`src/rtl/alu_pkg.sv`:
```
// Shared encodings for the integer ALU path and the FP ALU decoder.
// Latency: n/a (types and constants only).
// Backpressure: n/a.
package alu_pkg;

    // in_op encoding. SUB is A + ~B + 1, so op[0] doubles as the initial carry-in.
    typedef enum logic [1:0] {
        ALU_ADD = 2'b00,
        ALU_SUB = 2'b01,
        ALU_AND = 2'b10,
        ALU_OR  = 2'b11
    } alu_op_e;

    typedef enum logic [1:0] {
        ST_IDLE = 2'b00,
        ST_RUN  = 2'b01,
        ST_DONE = 2'b10
    } alu_state_e;

endpackage

```
`src/rtl/alu_serial_ctrl_if.sv`:
```
// Request/response bundle between an op issuer and the bit-serial ALU.
// Latency: n/a (wires only).
// Backpressure: valid/ready on both the request and the result side.
// Signals: in_valid/in_ready/in_a/in_b/in_op (request), out_valid/out_ready/
//          out_result/out_z/out_n/out_c/out_v (result), busy (status).
interface alu_serial_ctrl_if #(
    parameter int WIDTH = 32
);
    logic             in_valid;
    logic             in_ready;
    logic [WIDTH-1:0] in_a;
    logic [WIDTH-1:0] in_b;
    logic [1:0]       in_op;
    logic             out_valid;
    logic             out_ready;
    logic [WIDTH-1:0] out_result;
    logic             out_z;
    logic             out_n;
    logic             out_c;
    logic             out_v;
    logic             busy;

    // master: the issuer/consumer side
    modport master (
        output in_valid, in_a, in_b, in_op, out_ready,
        input  in_ready, out_valid, out_result, out_z, out_n, out_c, out_v, busy
    );

    // slave: the ALU controller side
    modport slave (
        input  in_valid, in_a, in_b, in_op, out_ready,
        output in_ready, out_valid, out_result, out_z, out_n, out_c, out_v, busy
    );
endinterface

```
`src/rtl/alu_bit_slice.sv`:
```
// One-bit ALU slice: sum/carry for ADD/SUB, bitwise AND/OR.
// Latency: combinational.
// Backpressure: none.
// Ports: a, b, cin, op in; r (result bit), cout (carry out, 0 for AND/OR) out.
module alu_bit_slice
    import alu_pkg::*;
(
    input  logic    a,
    input  logic    b,
    input  logic    cin,
    input  alu_op_e op,
    output logic    r,
    output logic    cout
);

    logic bb;

    // SUB adds the inverted subtrahend; the +1 comes in through the first cin.
    assign bb = (op == ALU_SUB) ? ~b : b;

    always_comb begin
        r    = 1'b0;
        cout = 1'b0;
        unique case (op)
            ALU_ADD, ALU_SUB: begin
                r    = a ^ bb ^ cin;
                cout = (a & bb) | (a & cin) | (bb & cin);
            end
            ALU_AND: r = a & b;
            ALU_OR:  r = a | b;
            default: begin
                r    = 1'b0;
                cout = 1'b0;
            end
        endcase
    end

endmodule

```
`src/rtl/alu_serial_ctrl.sv`:
```
// Bit-serial ALU controller: one op at a time, LSB-first through a 1-bit slice.
// Latency: out_valid WIDTH cycles after accept (AND/OR: 1 cycle when ALU_SERIAL_LOGIC_FAST_EN).
// Backpressure: result held in DONE until out_ready; in_ready only high in IDLE.
// Ports: clk, rst (sync, active high), bus (alu_serial_ctrl_if.slave).
// Build option: ALU_SERIAL_LOGIC_FAST_EN resolves AND/OR in parallel on accept.
module alu_serial_ctrl
    import alu_pkg::*;
#(
    parameter int WIDTH = 32
) (
    input  logic              clk,
    input  logic              rst,
    alu_serial_ctrl_if.slave  bus
);

    localparam int            CW   = $clog2(WIDTH);
    localparam logic [CW-1:0] LAST = CW'(WIDTH - 1);

    alu_state_e       state;
    logic [WIDTH-1:0] a_q;
    logic [WIDTH-1:0] b_q;
    alu_op_e          op_q;
    logic [CW-1:0]    cnt;
    logic             carry;
    logic             zacc;
    logic [WIDTH-2:0] sh;       // low result bits collected so far, top-aligned
    logic [WIDTH-1:0] res_q;
    logic             z_q, n_q, c_q, v_q;
    logic             ov_q;
    logic             ir_q;
    logic             busy_q;

    logic             bit_r;
    logic             bit_c;
    logic [WIDTH-1:0] sh_full;
    logic             is_logic;

    alu_bit_slice u_slice (
        .a    (a_q[cnt]),
        .b    (b_q[cnt]),
        .cin  (carry),
        .op   (op_q),
        .r    (bit_r),
        .cout (bit_c)
    );

    // New bit enters at the top; after WIDTH steps bit 0 has reached position 0.
    assign sh_full  = {bit_r, sh};
    assign is_logic = (op_q == ALU_AND) || (op_q == ALU_OR);

`ifdef ALU_SERIAL_LOGIC_FAST_EN
    logic [WIDTH-1:0] fast_res;
    assign fast_res = bus.in_op[0] ? (bus.in_a | bus.in_b) : (bus.in_a & bus.in_b);
`endif

    always_ff @(posedge clk) begin
        if (rst) begin
            state  <= ST_IDLE;
            a_q    <= '0;
            b_q    <= '0;
            op_q   <= ALU_ADD;
            cnt    <= '0;
            carry  <= 1'b0;
            zacc   <= 1'b0;
            sh     <= '0;
            res_q  <= '0;
            z_q    <= 1'b0;
            n_q    <= 1'b0;
            c_q    <= 1'b0;
            v_q    <= 1'b0;
            ov_q   <= 1'b0;
            ir_q   <= 1'b1;
            busy_q <= 1'b0;
        end else begin
            unique case (state)
                ST_IDLE: begin
                    if (bus.in_valid) begin
                        a_q    <= bus.in_a;
                        b_q    <= bus.in_b;
                        op_q   <= alu_op_e'(bus.in_op);
                        cnt    <= '0;
                        carry  <= bus.in_op[0];
                        zacc   <= 1'b0;
                        ir_q   <= 1'b0;
                        busy_q <= 1'b1;
`ifdef ALU_SERIAL_LOGIC_FAST_EN
                        if (bus.in_op[1]) begin
                            // Result lands now; out_valid follows on the next edge in DONE.
                            res_q <= fast_res;
                            z_q   <= (fast_res == '0);
                            n_q   <= fast_res[WIDTH-1];
                            c_q   <= 1'b0;
                            v_q   <= 1'b0;
                            state <= ST_DONE;
                        end else begin
                            state <= ST_RUN;
                        end
`else
                        state  <= ST_RUN;
`endif
                    end
                end
                ST_RUN: begin
                    sh    <= sh_full[WIDTH-1:1];
                    carry <= bit_c;
                    zacc  <= zacc | bit_r;
                    if (cnt == LAST) begin
                        cnt   <= '0;
                        res_q <= sh_full;
                        z_q   <= ~(zacc | bit_r);
                        n_q   <= bit_r;
                        c_q   <= is_logic ? 1'b0 : bit_c;
                        // carry is the MSB's carry-in at this point
                        v_q   <= is_logic ? 1'b0 : (carry ^ bit_c);
                        ov_q  <= 1'b1;
                        state <= ST_DONE;
                    end else begin
                        cnt <= cnt + 1'b1;
                    end
                end
                ST_DONE: begin
                    if (!ov_q) begin
                        ov_q <= 1'b1;
                    end else if (bus.out_ready) begin
                        ov_q   <= 1'b0;
                        ir_q   <= 1'b1;
                        busy_q <= 1'b0;
                        state  <= ST_IDLE;
                    end
                end
                default: begin
                    state  <= ST_IDLE;
                    ov_q   <= 1'b0;
                    ir_q   <= 1'b1;
                    busy_q <= 1'b0;
                end
            endcase
        end
    end

    assign bus.in_ready   = ir_q;
    assign bus.out_valid  = ov_q;
    assign bus.out_result = res_q;
    assign bus.out_z      = z_q;
    assign bus.out_n      = n_q;
    assign bus.out_c      = c_q;
    assign bus.out_v      = v_q;
    assign bus.busy       = busy_q;

endmodule

```
`src/flat_wrapper.sv`:
```
// flat-port wrapper written by rule: the top's interface ports become plain ports
module alu_serial_ctrl_flat import alu_pkg::*;
#(
    parameter int WIDTH = 32
)
  (clk, rst, bus_in_valid, bus_in_a, bus_in_b, bus_in_op, bus_out_ready, bus_in_ready, bus_out_valid, bus_out_result, bus_out_z, bus_out_n, bus_out_c, bus_out_v, bus_busy);
  alu_serial_ctrl_if #(.WIDTH(WIDTH)) bus_i ();
  input  logic clk;
  input  logic rst;
  input wire logic [$bits(bus_i.in_valid)-1:0] bus_in_valid;
  input wire logic [$bits(bus_i.in_a)-1:0] bus_in_a;
  input wire logic [$bits(bus_i.in_b)-1:0] bus_in_b;
  input wire logic [$bits(bus_i.in_op)-1:0] bus_in_op;
  input wire logic [$bits(bus_i.out_ready)-1:0] bus_out_ready;
  output wire logic [$bits(bus_i.in_ready)-1:0] bus_in_ready;
  output wire logic [$bits(bus_i.out_valid)-1:0] bus_out_valid;
  output wire logic [$bits(bus_i.out_result)-1:0] bus_out_result;
  output wire logic [$bits(bus_i.out_z)-1:0] bus_out_z;
  output wire logic [$bits(bus_i.out_n)-1:0] bus_out_n;
  output wire logic [$bits(bus_i.out_c)-1:0] bus_out_c;
  output wire logic [$bits(bus_i.out_v)-1:0] bus_out_v;
  output wire logic [$bits(bus_i.busy)-1:0] bus_busy;
  assign bus_i.in_valid = bus_in_valid;
  assign bus_i.in_a = bus_in_a;
  assign bus_i.in_b = bus_in_b;
  assign bus_i.in_op = bus_in_op;
  assign bus_i.out_ready = bus_out_ready;
  assign bus_in_ready = bus_i.in_ready;
  assign bus_out_valid = bus_i.out_valid;
  assign bus_out_result = bus_i.out_result;
  assign bus_out_z = bus_i.out_z;
  assign bus_out_n = bus_i.out_n;
  assign bus_out_c = bus_i.out_c;
  assign bus_out_v = bus_i.out_v;
  assign bus_busy = bus_i.busy;
  alu_serial_ctrl #(.WIDTH(WIDTH)) u_core (.clk(clk), .rst(rst), .bus(bus_i));
endmodule
```
`config.mk`:
```
export PLATFORM = sky130hd
export DESIGN_NAME = alu_serial_ctrl_flat
export DESIGN_NICKNAME = d
export VERILOG_FILES = /design/src/rtl/alu_pkg.sv /design/src/rtl/alu_serial_ctrl_if.sv /design/src/rtl/alu_bit_slice.sv /design/src/rtl/alu_serial_ctrl.sv /design/src/flat_wrapper.sv
export SDC_FILE = /design/constraint.sdc
export NUM_CORES = 1
export LEC_CHECK = 0
export CORE_ASPECT_RATIO = 0.8
export CORE_UTILIZATION = 52
export CTS_CLUSTER_SIZE = 30
export DETAILED_ROUTE_END_ITERATION = 16
export GPL_TIMING_DRIVEN = 0
export PLACE_DENSITY = 0.8
export SETUP_SLACK_MARGIN = 0.02
export SLEW_MARGIN = 5
export SYNTH_ARGS = -nofsm -noshare
export SYNTH_HDL_FRONTEND = slang
export SYNTH_SLANG_ARGS = --single-unit
```
`constraint.sdc`:
```
create_clock -name clk -period 5.15 [get_ports clk]
set_clock_uncertainty 0.05 [all_clocks]
set_input_delay 0.515 -clock clk [delete_from_list [all_inputs] [get_ports clk]]
set_output_delay 0.515 -clock clk [all_outputs]
set_load 0.05 [all_outputs]
```
; ---- After elaboration in Yosys (flattened, before gate mapping)
; Index checks and enable logic that the tools add are counted.
[classes]
add_sub_neg = 1
multipliers = 0
n_div = 0
magnitude_cmp = 1
eq_ne = 10
shifts = 0
n_mux = 32
bitwise = 15
n_reduce_logical = 11
[op_table]
columns = op, n
row1 = 2-to-1 mux 1 bit, 16
row2 = case mux 1 bit (3 select lines), 4
row3 = binary-select mux 1 bit (select 5 bit), 2
row4 = 2-to-1 mux 5 bit, 2
row5 = case mux 5 bit (2 select lines), 1
row6 = 2-to-1 mux 2 bit, 4
row7 = AND reduction 2 bit, 4
row8 = AND reduction 4 bit, 2
row9 = == test 2 bit (second input constant), 3
row10 = < comparator 5 x 6 -> 1 bit (second input constant), 1
row11 = case mux 2 bit (3 select lines), 1
row12 = adder 5 x 1 -> 5 bit (second input constant), 1
row13 = == test 5 bit (second input constant), 1
row14 = bitwise AND 1 bit, 4
row15 = == test 2 x 1 -> 1 bit (second input constant), 2
row16 = logical NOT 2 bit, 2
row17 = != test 2 x 1 -> 1 bit (second input constant), 2
row18 = != test 2 bit (second input constant), 2
row19 = NOT 1 bit, 4
row20 = bitwise OR 1 bit, 4
row21 = case mux 1 bit (2 select lines), 2
row22 = bitwise XOR 1 bit, 3
row23 = nonzero test 2 bit, 1
row24 = OR reduction 2 bit, 1
row25 = logical OR 1 bit, 1
[totals]
regBits = 145
latchBits = 0
ramBits = 0
mem_bits_ro = 0
in_bits = 70
out_inout_bits = 39
elab_cells = 86
n_memories = 0

; ---- Logic depth before layout (Yosys ltp)
[logic_depth]
depth_word = 10
ltp_mapped = 12

; ---- Modules after synthesis
; A second synthesis with hierarchy kept.
[hier_totals]
cells_unflattened = 701
hier_area_um2 = 5863.1
[by_module_without_submodules]
columns = mod, n_inst, cells_each, area_per_inst_um2, seq_area_each_um2
row1 = alu_serial_ctrl, 1, 693, 5801.8, 2882.8
row2 = alu_bit_slice, 1, 8, 61.3, 0.0

; ---- Least setup slack after synthesis
; OpenSTA, ideal clock, no wires.
[synth_path]
path_type = reg2reg
from = register u_core.cnt[1]
to = register u_core.z_q (netlist: u_core.bus.out_z)
setup_ns = 0.117
arrival_ns = 2.540
required_ns = 4.983
setup_slack_ns = 2.443
path_stages_with_launch = 10
n_path_buf = 1
synth_period_minus_slack_ns = 2.707
path_cell_list = dfxtp_1 buf_6 mux4_2 a221oi_1 a21oi_2 xnor2_1 fa_1 nor2b_1 nor4_1 a32o_1
[synth_between]
elab_chain_len = 9
[synth_rtl]
columns = element, line_no
row1 = from (decl), alu_serial_ctrl.sv:23  ; logic [CW-1:0] cnt;
row2 = from (signal assigned), alu_serial_ctrl.sv:118  ; cnt <= cnt + 1'b1;
row3 = binary-select mux 1 bit (select 5 bit), alu_serial_ctrl.sv:40  ; .b (b_q[cnt]),
row4 = 2-to-1 mux 1 bit (not written as such), alu_serial_ctrl.sv:40
row5 = NOT 1 bit, alu_bit_slice.sv:19  ; assign bb = (op == ALU_SUB) ? ~b : b;
row6 = 2-to-1 mux 1 bit, alu_bit_slice.sv:19
row7 = bitwise XOR 1 bit (2 in series), alu_bit_slice.sv:26  ; r = a ^ bb ^ cin;
row8 = case mux 1 bit (3 select lines), alu_bit_slice.sv:24  ; unique case (op)
row9 = bitwise OR 1 bit, alu_serial_ctrl.sv:110  ; z_q <= ~(zacc | bit_r);
row10 = NOT 1 bit, alu_serial_ctrl.sv:110
row11 = to (signal assigned), alu_serial_ctrl.sv:110
row12 = to (decl), alu_serial_ctrl.sv:28  ; logic z_q, n_q, c_q, v_q;
; Parallel ways exist; a longest one is shown, timed or not. The select of a mux whose other input is x is not followed.
; A chain may end at the register's enable or synchronous reset.

; ---- Worst setup path in the final report
; Same ends and word-level chain as after synthesis.

==> impl_metrics.yaml <==
outcome:
  outcome: "finished with violations"
  violations: "design-rule violations"
global_route:
  grt_usage_pct: 26.1
  grt_max_degree: 17
  gr-total-overflow: 0
  grt_pass1_vias: 5068
  antenna_found_initial: 0
  grt_pass1_wl_mm: 23.9
floorplanning:
  die-area_um2: 11600
  floorplan.initialDensity_pct: 53.5
  boundaryPins: 109
  die_w_um: 120
  fp.dieH_um: 96.7
  fp-row-count: 34
  core_area_um2: 10900
logic_synthesis:
  syn_area_um2: 5830
  synth_edf_count: 0
  seq_area_frac_synth_pct: 49.5
  ys_top_cells_by_area: "dfxtp_1 49%, nand2_1 13%, a21oi_1 9.7%, mux2i_1 6.4%, mux4_1 4.5%"
  ys.flop_type: "dfxtp_1"
  synth_top_cell_by_area: "dfxtp_1"
  synth_top_family_by_area: "simple AND/OR/NAND/NOR gates"
  synth_most_common_cell: "nand2_1"
  synth_area_per_cell_um2: 8.63
  synthCells: 675
  synthAdderAreaFrac_pct: 1.61
  async_reset_ff_share_pct: 0
  synth_mux_area_share_pct: 12.6
  synth_top_area_share_pct: 49.5
  yosys_warnings: 0
  synthXorXnorAreaFrac_pct: 0.301
  ys_ff_latch: 144
  yosys.area_share.simple_pct: 18.3
  synth_commonest_cells: "204 x nand2_1, 144 x dfxtp_1, 113 x a21oi_1, 47 x nor2_1, 38 x clkbuf_1"
  synth-compound-area-share_pct: 13.4
  synth_cell_types: 42
  synth_nets: 751
power_and_ir_drop:
  p_leak_nw: 2.83
  ir_worst_vdd_mv: 0.241
  power_density_nw_per_um2: 360
worst_setup_path:
  crit_chain: "buf_6 > buf_4 > mux4_1 > a221oi_1 > a21oi_2 > xnor2_1 > fa_1 > nor2b_1 > nor4_1 > a32o_1"
  endpoint_kind: "flip-flop"
  crit_path_max_fanout: 10
  arrival_ns: 3.40
  timing.rr.end: "u_core.bus.out_z$_SDFFE_PP0P_"
  cpMaxStageDelayCell: "dfxtp_1"
  crit_path_max_incr_delay_ns: 0.55
  crit_type: "reg2reg"
  crit_cells: 10
  critPathTopFamily: "compound AO/OA/AOI/OAI gates"
  r2r_slack_ns: 2.00
  timing.critical_path.buf_inv: 2
  critPathLaunchType: "flip-flop"
  reg2reg_from: "u_core.cnt[1]$_SDFFE_PP0P_"
  r2r_cells: 10
  required_ns: 5.40
clocking:
  tritoncts: "built"
  cts_root_buffer: "clkbuf_16"
  cts_resized: 0
  cts.sinks: 144
  cts_setup_buffers: 0
  cts_made_buffers: 17
  clock_latency_ns: 0.42
  clkTransAtPathRegs_ns: 0.06
  cts_buffer_depth: 2
  htree_levels: 4
  postCtsHoldBufs: 0
place:
  pre_cts_ws_ns: 2.06
  port_buffers: 107
  hpwl_mm: 10.2
  routabilityCongestion: 0.895
worst_hold_path:
  hold_path.class: "reg2reg"
  hold_end: "u_core.b_q[9]$_SDFFE_PP0P_"
  min_path_cells: 2
  hp-start: "u_core.b_q[9]$_SDFFE_PP0P_"
detailed_routing:
  dr.pass1.iters: 11
  ant_nets: 0
  drt_iter0_markers: 432
  via_count: 5176
  drcViolationCount: 1
  wl_per_cell_um: 15.1
  routed_wl_mm: 14.5
  viasPerCell: 5.40
timing:
  rsz0062_at_grt: "false"
  slew_headroom_pct: 51.2
  hold_viol: 0
  fin_setup_tns_ns: 0
  clock.fmax_ghz: 0.317
  layout_setup_ws_ns: 2.00
  fin_crit_sh_pct: 61.2
  fin_hold_ws_ns: 0.403
  tightest_slew_ns: 0.732
  final_max_slew_viol_count: 0
  setup_viol: 0
  fin_crit_ns: 3.15
layout:
  ff_latch_area_um2: 2880
  nFillCells: 842
  antennaDiodeCount: 0
  finalNetCount: 877
  drive_gt1_share_pct: 6.27
  multiInputGateArea_um2: 2700
  area_growth_pct: 32.0
flow_run:
  maxCapViolations: 0
worst reg2reg max path, cell delays in order (launching register included):
cell	delay, ns
dfxtp_1	0.55
buf_6	0.25
buf_4	0.23
mux4_1	0.33
a221oi_1	0.37
a21oi_2	0.15
xnor2_1	0.16
fa_1	0.47
nor2b_1	0.19
nor4_1	0.07
a32o_1	0.23
state kept, by name, indices dropped and copies added (netlist names):
signal,cells
u_core.carry,1
u_core.bus.in_ready,1
u_core.bus.out_valid,1
u_core.bus.out_z,1
u_core.cnt,5
u_core.bus.out_n,1
u_core.a_q,32
u_core.bus.out_result,31
u_core.bus.out_v,1
u_core.op_q,2
u_core.sh,31
u_core.bus.busy,1
u_core.zacc,1
u_core.b_q,32
u_core.state,2
u_core.bus.out_c,1
power breakdown:
part / leakage, nW / switching (mW) / internal [mW]
registers: 1.17 / 0.0284 / 1.16
clock network: 0.306 / 0.457 / 0.791
logic: 1.35 / 0.186 / 0.147
total: 2.83 / 0.672 / 2.10
logic make-up after synthesis:
group | after synthesis
AO/OA/AOI/OAI | 142
XOR/XNOR | 2
AND/OR/NAND/NOR | 270
adder cells (fa/ha/maj) | 7
multiplexers | 52
buffers and inverters | 58
flip-flops | 144
worst max-delay path by stage:
stage | start | to | slack [ns]
2_1_floorplan | u_core.cnt[1]$_SDFFE_PP0P_ | u_core.bus.out_z$_SDFFE_PP0P_ | 2.44
3_3_place_gp | u_core.cnt[1]$_SDFFE_PP0P_ | u_core.bus.out_z$_SDFFE_PP0P_ | 2.11
3_5_place_dp | u_core.cnt[1]$_SDFFE_PP0P_ | u_core.bus.out_z$_SDFFE_PP0P_ | 2.06
4_1_cts | u_core.cnt[1]$_SDFFE_PP0P_ | u_core.bus.out_z$_SDFFE_PP0P_ | 2.05
5_1_grt | u_core.cnt[1]$_SDFFE_PP0P_ | u_core.sh[30]$_SDFFE_PP0P_ | 1.79
6_report | u_core.cnt[1]$_SDFFE_PP0P_ | u_core.bus.out_z$_SDFFE_PP0P_ | 2.00
area by class of cell:
cell class / count / area share [%]
multi-input combinational: 473 / 35.0
buffer: 49 / 2.80
inverter: 9 / 0.439
clock buffer: 24 / 6.65
timing repair buffer: 107 / 13.9
clock inverter: 8 / 1.32
sequential: 144 / 37.5
tap: 144 / 2.34
layout by cell type (no fill, tap or decap), types with 5 or more instances in the layout:
cell	instances
clkbuf_1	39
inv_1	9
mux4_1	10
ha_1	5
dfxtp_1	144
clkbuf_8	6
nor2_1	47
clkdlybuf4s50_1	107
o21ai_0	11
buf_1	5
clkbuf_16	17
mux2i_1	37
a21oi_1	113
nand2_1	204
metal layers:
metal | vias up | part of all wire, % | GRT usage [%]
met2 | 189 | 47 | 42.1
met4 | 0 | 1.3 | 8.45
met5 | - | 0 | 0
met3 | 24 | 6.9 | 7.08
li1 | 2523 | - | -
met1 | 2440 | 45 | 34.0
metrics by stage:
step | cell area (µm²) | util (%) | cells | power [mW]
after detailed placement | 7080 | 65.0 | 926 | 1.54
after global placement | 7080 | 65.0 | 926 | 1.53
after floorplan | 5830 | - | 675 | 1.42
after CTS | 7690 | 70.6 | 958 | 2.78
after global routing | 7690 | 70.6 | 958 | 2.87
final | 7690 | 70.6 | 958 | 2.77
Note: power is estimated with default switching activity, not from simulation.
